`src/rtl/key_remap_ctrl_if.sv`:
```
// Key-remap front-end bundle: key/mode inputs toward the controller,
// RAM address/data/strobe and status back out.
interface key_remap_ctrl_if #(
  parameter int KEY_BITS = 7
);
  logic [KEY_BITS-1:0] key_in;
  logic                learn_en;
  logic [KEY_BITS-1:0] ram_addr;
  logic [KEY_BITS-1:0] ram_in;
  logic                ram_rw;
  logic [1:0]          learn_state;
  logic                done;
  logic                err;

  modport master (
    input  key_in,
    input  learn_en,
    output ram_addr,
    output ram_in,
    output ram_rw,
    output learn_state,
    output done,
    output err
  );

  modport slave (
    output key_in,
    output learn_en,
    input  ram_addr,
    input  ram_in,
    input  ram_rw,
    input  learn_state,
    input  done,
    input  err
  );
endinterface

```
`src/rtl/key_remap_ctrl.sv`:
```
// Key-remap RAM front end: forwards one-hot keys in play mode and
// captures a source->target pair in learn mode, then pulses one write.
module key_remap_ctrl #(
  parameter int KEY_BITS       = 7,
  parameter int TIMEOUT_CYCLES = 500_000_000
) (
  input logic              clk,
  input logic              rst_n,
  key_remap_ctrl_if.master bus
);
  localparam int TW = $clog2(TIMEOUT_CYCLES);
  localparam logic [TW-1:0] TLAST = TW'(TIMEOUT_CYCLES - 1);

  typedef logic [KEY_BITS-1:0] key_t;

  typedef enum logic [1:0] {
    PLAY = 2'd0,
    SRC  = 2'd1,
    DST  = 2'd2,
    WR   = 2'd3
  } state_t;

  state_t        state;
  key_t          s1;
  key_t          s2;
  key_t          prev;
  key_t          src_q;
  key_t          dst_q;
  key_t          addr_q;
  logic [TW-1:0] timer;
  logic          rw_q;
  logic          done_q;
  logic          err_q;

  logic onehot;
  logic press;
  logic hit_to;

  assign onehot = (s2 != '0)
               && ((s2 & (s2 - key_t'(1))) == '0);
  assign press  = (prev == '0) && (s2 != '0);
  assign hit_to = (timer == TLAST);

  always_ff @(posedge clk or negedge rst_n) begin
    if (!rst_n) begin
      s1   <= '0;
      s2   <= '0;
      prev <= '0;
    end else begin
      s1   <= bus.key_in;
      s2   <= s1;
      prev <= s2;
    end
  end

  always_ff @(posedge clk or negedge rst_n) begin
    if (!rst_n) begin
      state  <= PLAY;
      src_q  <= '0;
      dst_q  <= '0;
      addr_q <= '0;
      timer  <= '0;
      rw_q   <= 1'b0;
      done_q <= 1'b0;
      err_q  <= 1'b0;
    end else begin
      rw_q   <= 1'b0;
      done_q <= 1'b0;
      err_q  <= 1'b0;
      addr_q <= '0;
      dst_q  <= '0;
      unique case (state)
        PLAY: begin
          timer <= '0;
          if (bus.learn_en)
            state <= SRC;
          else if (onehot)
            addr_q <= s2;
        end
        SRC, DST: begin
          // abort beats timeout, timeout beats a press
          if (!bus.learn_en) begin
            state <= PLAY;
            timer <= '0;
          end else if (hit_to) begin
            state <= PLAY;
            err_q <= 1'b1;
            timer <= '0;
          end else if (press) begin
            timer <= '0;
            if (!onehot) begin
              err_q <= 1'b1;
            end else if (state == SRC) begin
              src_q <= s2;
              state <= DST;
            end else begin
              state  <= WR;
              dst_q  <= s2;
              addr_q <= src_q;
              rw_q   <= 1'b1;
              done_q <= 1'b1;
            end
          end else begin
            timer <= timer + TW'(1);
          end
        end
        WR: begin
          timer <= '0;
          state <= bus.learn_en ? SRC : PLAY;
        end
        default: state <= PLAY;
      endcase
    end
  end

  assign bus.ram_addr    = addr_q;
  assign bus.ram_in      = dst_q;
  assign bus.ram_rw      = rw_q;
  assign bus.done        = done_q;
  assign bus.err         = err_q;
  assign bus.learn_state = state;
endmodule

```
`src/flat_wrapper.sv`:
```
// flat-port wrapper written by rule: the top's interface ports become plain ports
module key_remap_ctrl_flat 
#(
  parameter int KEY_BITS       = 7,
  parameter int TIMEOUT_CYCLES = 500_000_000
)
  (clk, rst_n, bus_key_in, bus_learn_en, bus_ram_addr, bus_ram_in, bus_ram_rw, bus_learn_state, bus_done, bus_err);
  key_remap_ctrl_if #(.KEY_BITS(KEY_BITS)) bus_i ();
  input logic clk;
  input logic rst_n;
  input wire logic [$bits(bus_i.key_in)-1:0] bus_key_in;
  input wire logic [$bits(bus_i.learn_en)-1:0] bus_learn_en;
  output wire logic [$bits(bus_i.ram_addr)-1:0] bus_ram_addr;
  output wire logic [$bits(bus_i.ram_in)-1:0] bus_ram_in;
  output wire logic [$bits(bus_i.ram_rw)-1:0] bus_ram_rw;
  output wire logic [$bits(bus_i.learn_state)-1:0] bus_learn_state;
  output wire logic [$bits(bus_i.done)-1:0] bus_done;
  output wire logic [$bits(bus_i.err)-1:0] bus_err;
  assign bus_i.key_in = bus_key_in;
  assign bus_i.learn_en = bus_learn_en;
  assign bus_ram_addr = bus_i.ram_addr;
  assign bus_ram_in = bus_i.ram_in;
  assign bus_ram_rw = bus_i.ram_rw;
  assign bus_learn_state = bus_i.learn_state;
  assign bus_done = bus_i.done;
  assign bus_err = bus_i.err;
  key_remap_ctrl #(.KEY_BITS(KEY_BITS), .TIMEOUT_CYCLES(TIMEOUT_CYCLES)) u_core (.clk(clk), .rst_n(rst_n), .bus(bus_i));
endmodule
```
`config.mk`:
```
export PLATFORM = sky130hd
export DESIGN_NAME = key_remap_ctrl_flat
export DESIGN_NICKNAME = d
export VERILOG_FILES = /design/src/rtl/key_remap_ctrl_if.sv /design/src/rtl/key_remap_ctrl.sv /design/src/flat_wrapper.sv
export SDC_FILE = /design/constraint.sdc
export NUM_CORES = 1
export LEC_CHECK = 0
export CORE_AREA = 2 2 99 101
export CTS_BUF_LIST = sky130_fd_sc_hd__clkbuf_2 sky130_fd_sc_hd__clkbuf_4 sky130_fd_sc_hd__clkbuf_8
export DETAILED_ROUTE_END_ITERATION = 10
export DIE_AREA = 0 0 101 103
export GPL_TIMING_DRIVEN = 0
export SYNTH_ARGS = -nofsm -noshare
export SYNTH_HDL_FRONTEND = slang
export SYNTH_SLANG_ARGS = --single-unit
```
`constraint.sdc`:
```
create_clock -name clk -period 4.4 [get_ports clk]
set_input_delay 0.88 -clock clk [delete_from_list [all_inputs] [get_ports clk]]
set_output_delay 0.88 -clock clk [all_outputs]
set_load 0.03 [all_outputs]
```
==> results.toml <==
[final_layout]
final_cell_mix = "dfrtp_1 (75), nor2_1 (32), clkdlybuf4s50_1 (27), nand3_1 (17), xnor2_1 (16)"
area_growth_pct = 20.5
final_common_cell = "dfrtp_1"
final_core_util = 0.407
stdcell_count = 431
fin_nets = 328
drive_gt1_frac = 0.107
diodes = 0

[floorplanning]
die_area_sq_um = 10400
pin_count = 29
initial_core_util = 0.338
die_y_um = 103
die_x_um = 101
core.rowCount = 36
core_area_sq_um = 9460

[clock_tree]
ctsResizeCount = 0
tritoncts = "built"
cts-hold-fix-buffers = 0
numClockSinks = 75
root_buffer = "clkbuf_8"
cts_buffers = 9
htree_levels = 3
post_cts.repair.setup_buffers = 0
clk_latency_ps = 340
clockBufferDepth = 2
clk_pin_slew_worst_paths_ps = 80

[critical_path]
r2r_start = "u_core.timer[0]"
startpoint = "u_core.timer[0]"
endpoint = "u_core.timer[26]"
cp.depth = 10
required_ps = 4630
slowest_delay_ps = 370
crit_path_top_delay_cell = "dfrtp_1"
worstPathCellList = "ha_1 > clkbuf_1 > nand3_1 > or2_1 > o311a_1 > clkbuf_1 > nand2b_1 > buf_2 > buf_4 > nor2_1"
cp-start-kind = "flop"
path_max_fanout = 10
cpMostUsedCell = "clkbuf_1"
crit_path_end_kind = "flop"
cp.arrival_ps = 2830
reg2regPathDepth = 10
r2r_setup_slack_ps = 1800
rr_endpoint = "u_core.timer[26]"
worst-path-buf-inv = 4
critPathKind = "reg2reg"
path_delay_family = "buffers and inverters"

[yosys]
async_flop_share = 1.00
synthCells = 273
syn_area_per_cell_sq_um = 11.7
synth_edf_count = 0
synthesis.nets = 288
ys_ff_latch = 75
ys_types = 39
synth-main-ff-cell = "dfrtp_1"
ys_warn_count = 0
synth-seq-area-share = 0.587
syn-cell-area_sq_um = 3200

[sta]
hold_viol_final = 0
fin_tns_setup_ps = 0
slew_viol_final = 0
setup_viol = 0
fin_worst_skew_ps = 6.61
max_freq_mhz = 385
worst_slew_pin_slew_ps = 502
fin_crit_ps = 2600
min_period_over_period = 0.590
rsz0062_at_grt = "false"
slew_headroom = 0.660

[routing]
drt-total-wl_mm = 5.99
drtIter0Drc = 55
ant_nets = 0
wl_per_cell_um = 13.9
firstDrtPassIters = 4
vias = 2140
drc = 0
routed_via_density = 4.97

[global_route]
grtUsageMet2 = 0.206
antenna_found_initial = 0
grt_usage = 0.129
grt_pass1_wl_mm = 10.5
grt_max_degree = 42
grt_pass1_vias = 2117
grtUsageMet1 = 0.167
grt_use_met3 = 0.0427
grt_overflow = 0
top_usage_layer = "met2"

[power]
ir_worst_vdd_v = 0.000159
leakagePower_nw = 1.63
power-per-cell-area_nw_per_um2 = 383

[run_status]
status = "complete, no violations"

[place]
hpwl_mm = 4.07
portBuffers = 28
dp_cells = 416
place_congestion = 0.785

[hold_path]
hp-class = "reg2reg"

[job]
maxCapViolCount = 0
==> cells by family (layout without fill, tap and decap cells) <==
group | count (synthesis) | in the layout | synth area share
AOI/OAI and AO/OA | 23 | 23 | 0.0556
xor gates and xnor gates | 26 | 26 | 0.0713
adders and majority gates | 5 | 5 | 0.0196
buffers and inverters | 16 | 60 | 0.0243
DFF | 75 | 75 | 0.587
muxes | 7 | 7 | 0.0329
and+or+nand+nor | 121 | 121 | 0.209
==> cells in the mapped netlist (7+ instances only) <==
library cell / instances / area, sq um
nor3_1: 9 / 45.0
nand3_1: 17 / 85.1
xnor2_1: 16 / 140
xor2_1: 10 / 87.6
mux2_4: 7 / 105
nand4b_1: 7 / 61.3
nand4_1: 10 / 62.6
and2_1: 9 / 56.3
nor2_1: 32 / 120
nand2_1: 10 / 37.5
and3_1: 7 / 43.8
dfrtp_1: 75 / 1880
a21oi_1: 10 / 50.1
==> stage by stage <==
stage                     power (mW)  setup slack [ps]  cell area (sq um)  hold slack (ps)
final                           1.47              1800               3850              351
after global placement         0.917             -63.3               3620              334
after detailed placement       0.920              1680               3640              335
after floorplan                0.850              2190               3200              331
after CTS                       1.50              1770               3850              353
after global routing            1.55              1600               3850              357
==> where the power goes <==
group	total (mW)	switching [mW]	leakage [nW]	internal (mW)
Combinational	0.174	0.106	0.525	0.0685
Clock	0.571	0.253	0.106	0.318
Sequential	0.728	0.0190	0.996	0.709
Total	1.47	0.378	1.63	1.10
==> worst min-delay path by stage <==
stage                      start      endpoint  slack [ps]  cells after the start
CTS                 u_core.s1[5]  u_core.s2[5]         350                      0
floorplan           u_core.s1[0]  u_core.s2[0]         330                      0
global route        u_core.s1[3]  u_core.s2[3]         360                      0
detailed placement  u_core.s1[5]  u_core.s2[5]         330                      0
finish              u_core.s1[5]  u_core.s2[5]         350                      0
global placement    u_core.s1[5]  u_core.s2[5]         330                      0
==> worst reg2reg max path, delay by kind of cell (launching register included) <==
family,cells,cell delay [ps]
buffers and inverters,4,1010
AND/OR/NAND/NOR,4,630
flip-flops,1,370
AO/OA/AOI/OAI,1,330
adder cells (fa/ha/maj),1,150
==> sequential cells by signal, summed over array words and instances (netlist names) <==
register                cells
u_core.bus.learn_state      2
u_core.bus.err              1
u_core.s1                   7
u_core.prev                 7
u_core.bus.done             1
u_core.bus.ram_in           7
u_core.timer               29
u_core.s2                   7
u_core.bus.ram_addr         7
u_core.src_q                7
==> metal layers <==
| metal | routed length (um) | vias to the layer above |
|---|---|---|
| met5 | 0 | - |
| met4 | 65 | 0 |
| met3 | 224 | 7 |
| met2 | 2890 | 39 |
| met1 | 2810 | 1059 |
| li1 | - | 1035 |
==> layout make-up <==
type | count | area (sq um)
clock buffers | 9 | 124
clock inverters | 6 | 90.1
fillers | 934 | 5610
flip-flops and latches | 75 | 1880
multi-input cells | 182 | 1240
inverters | 4 | 15.0
plain buffers | 12 | 62.6
repair buffers | 29 | 298
well taps | 114 | 143
Power figures use the tool's default switching activity.
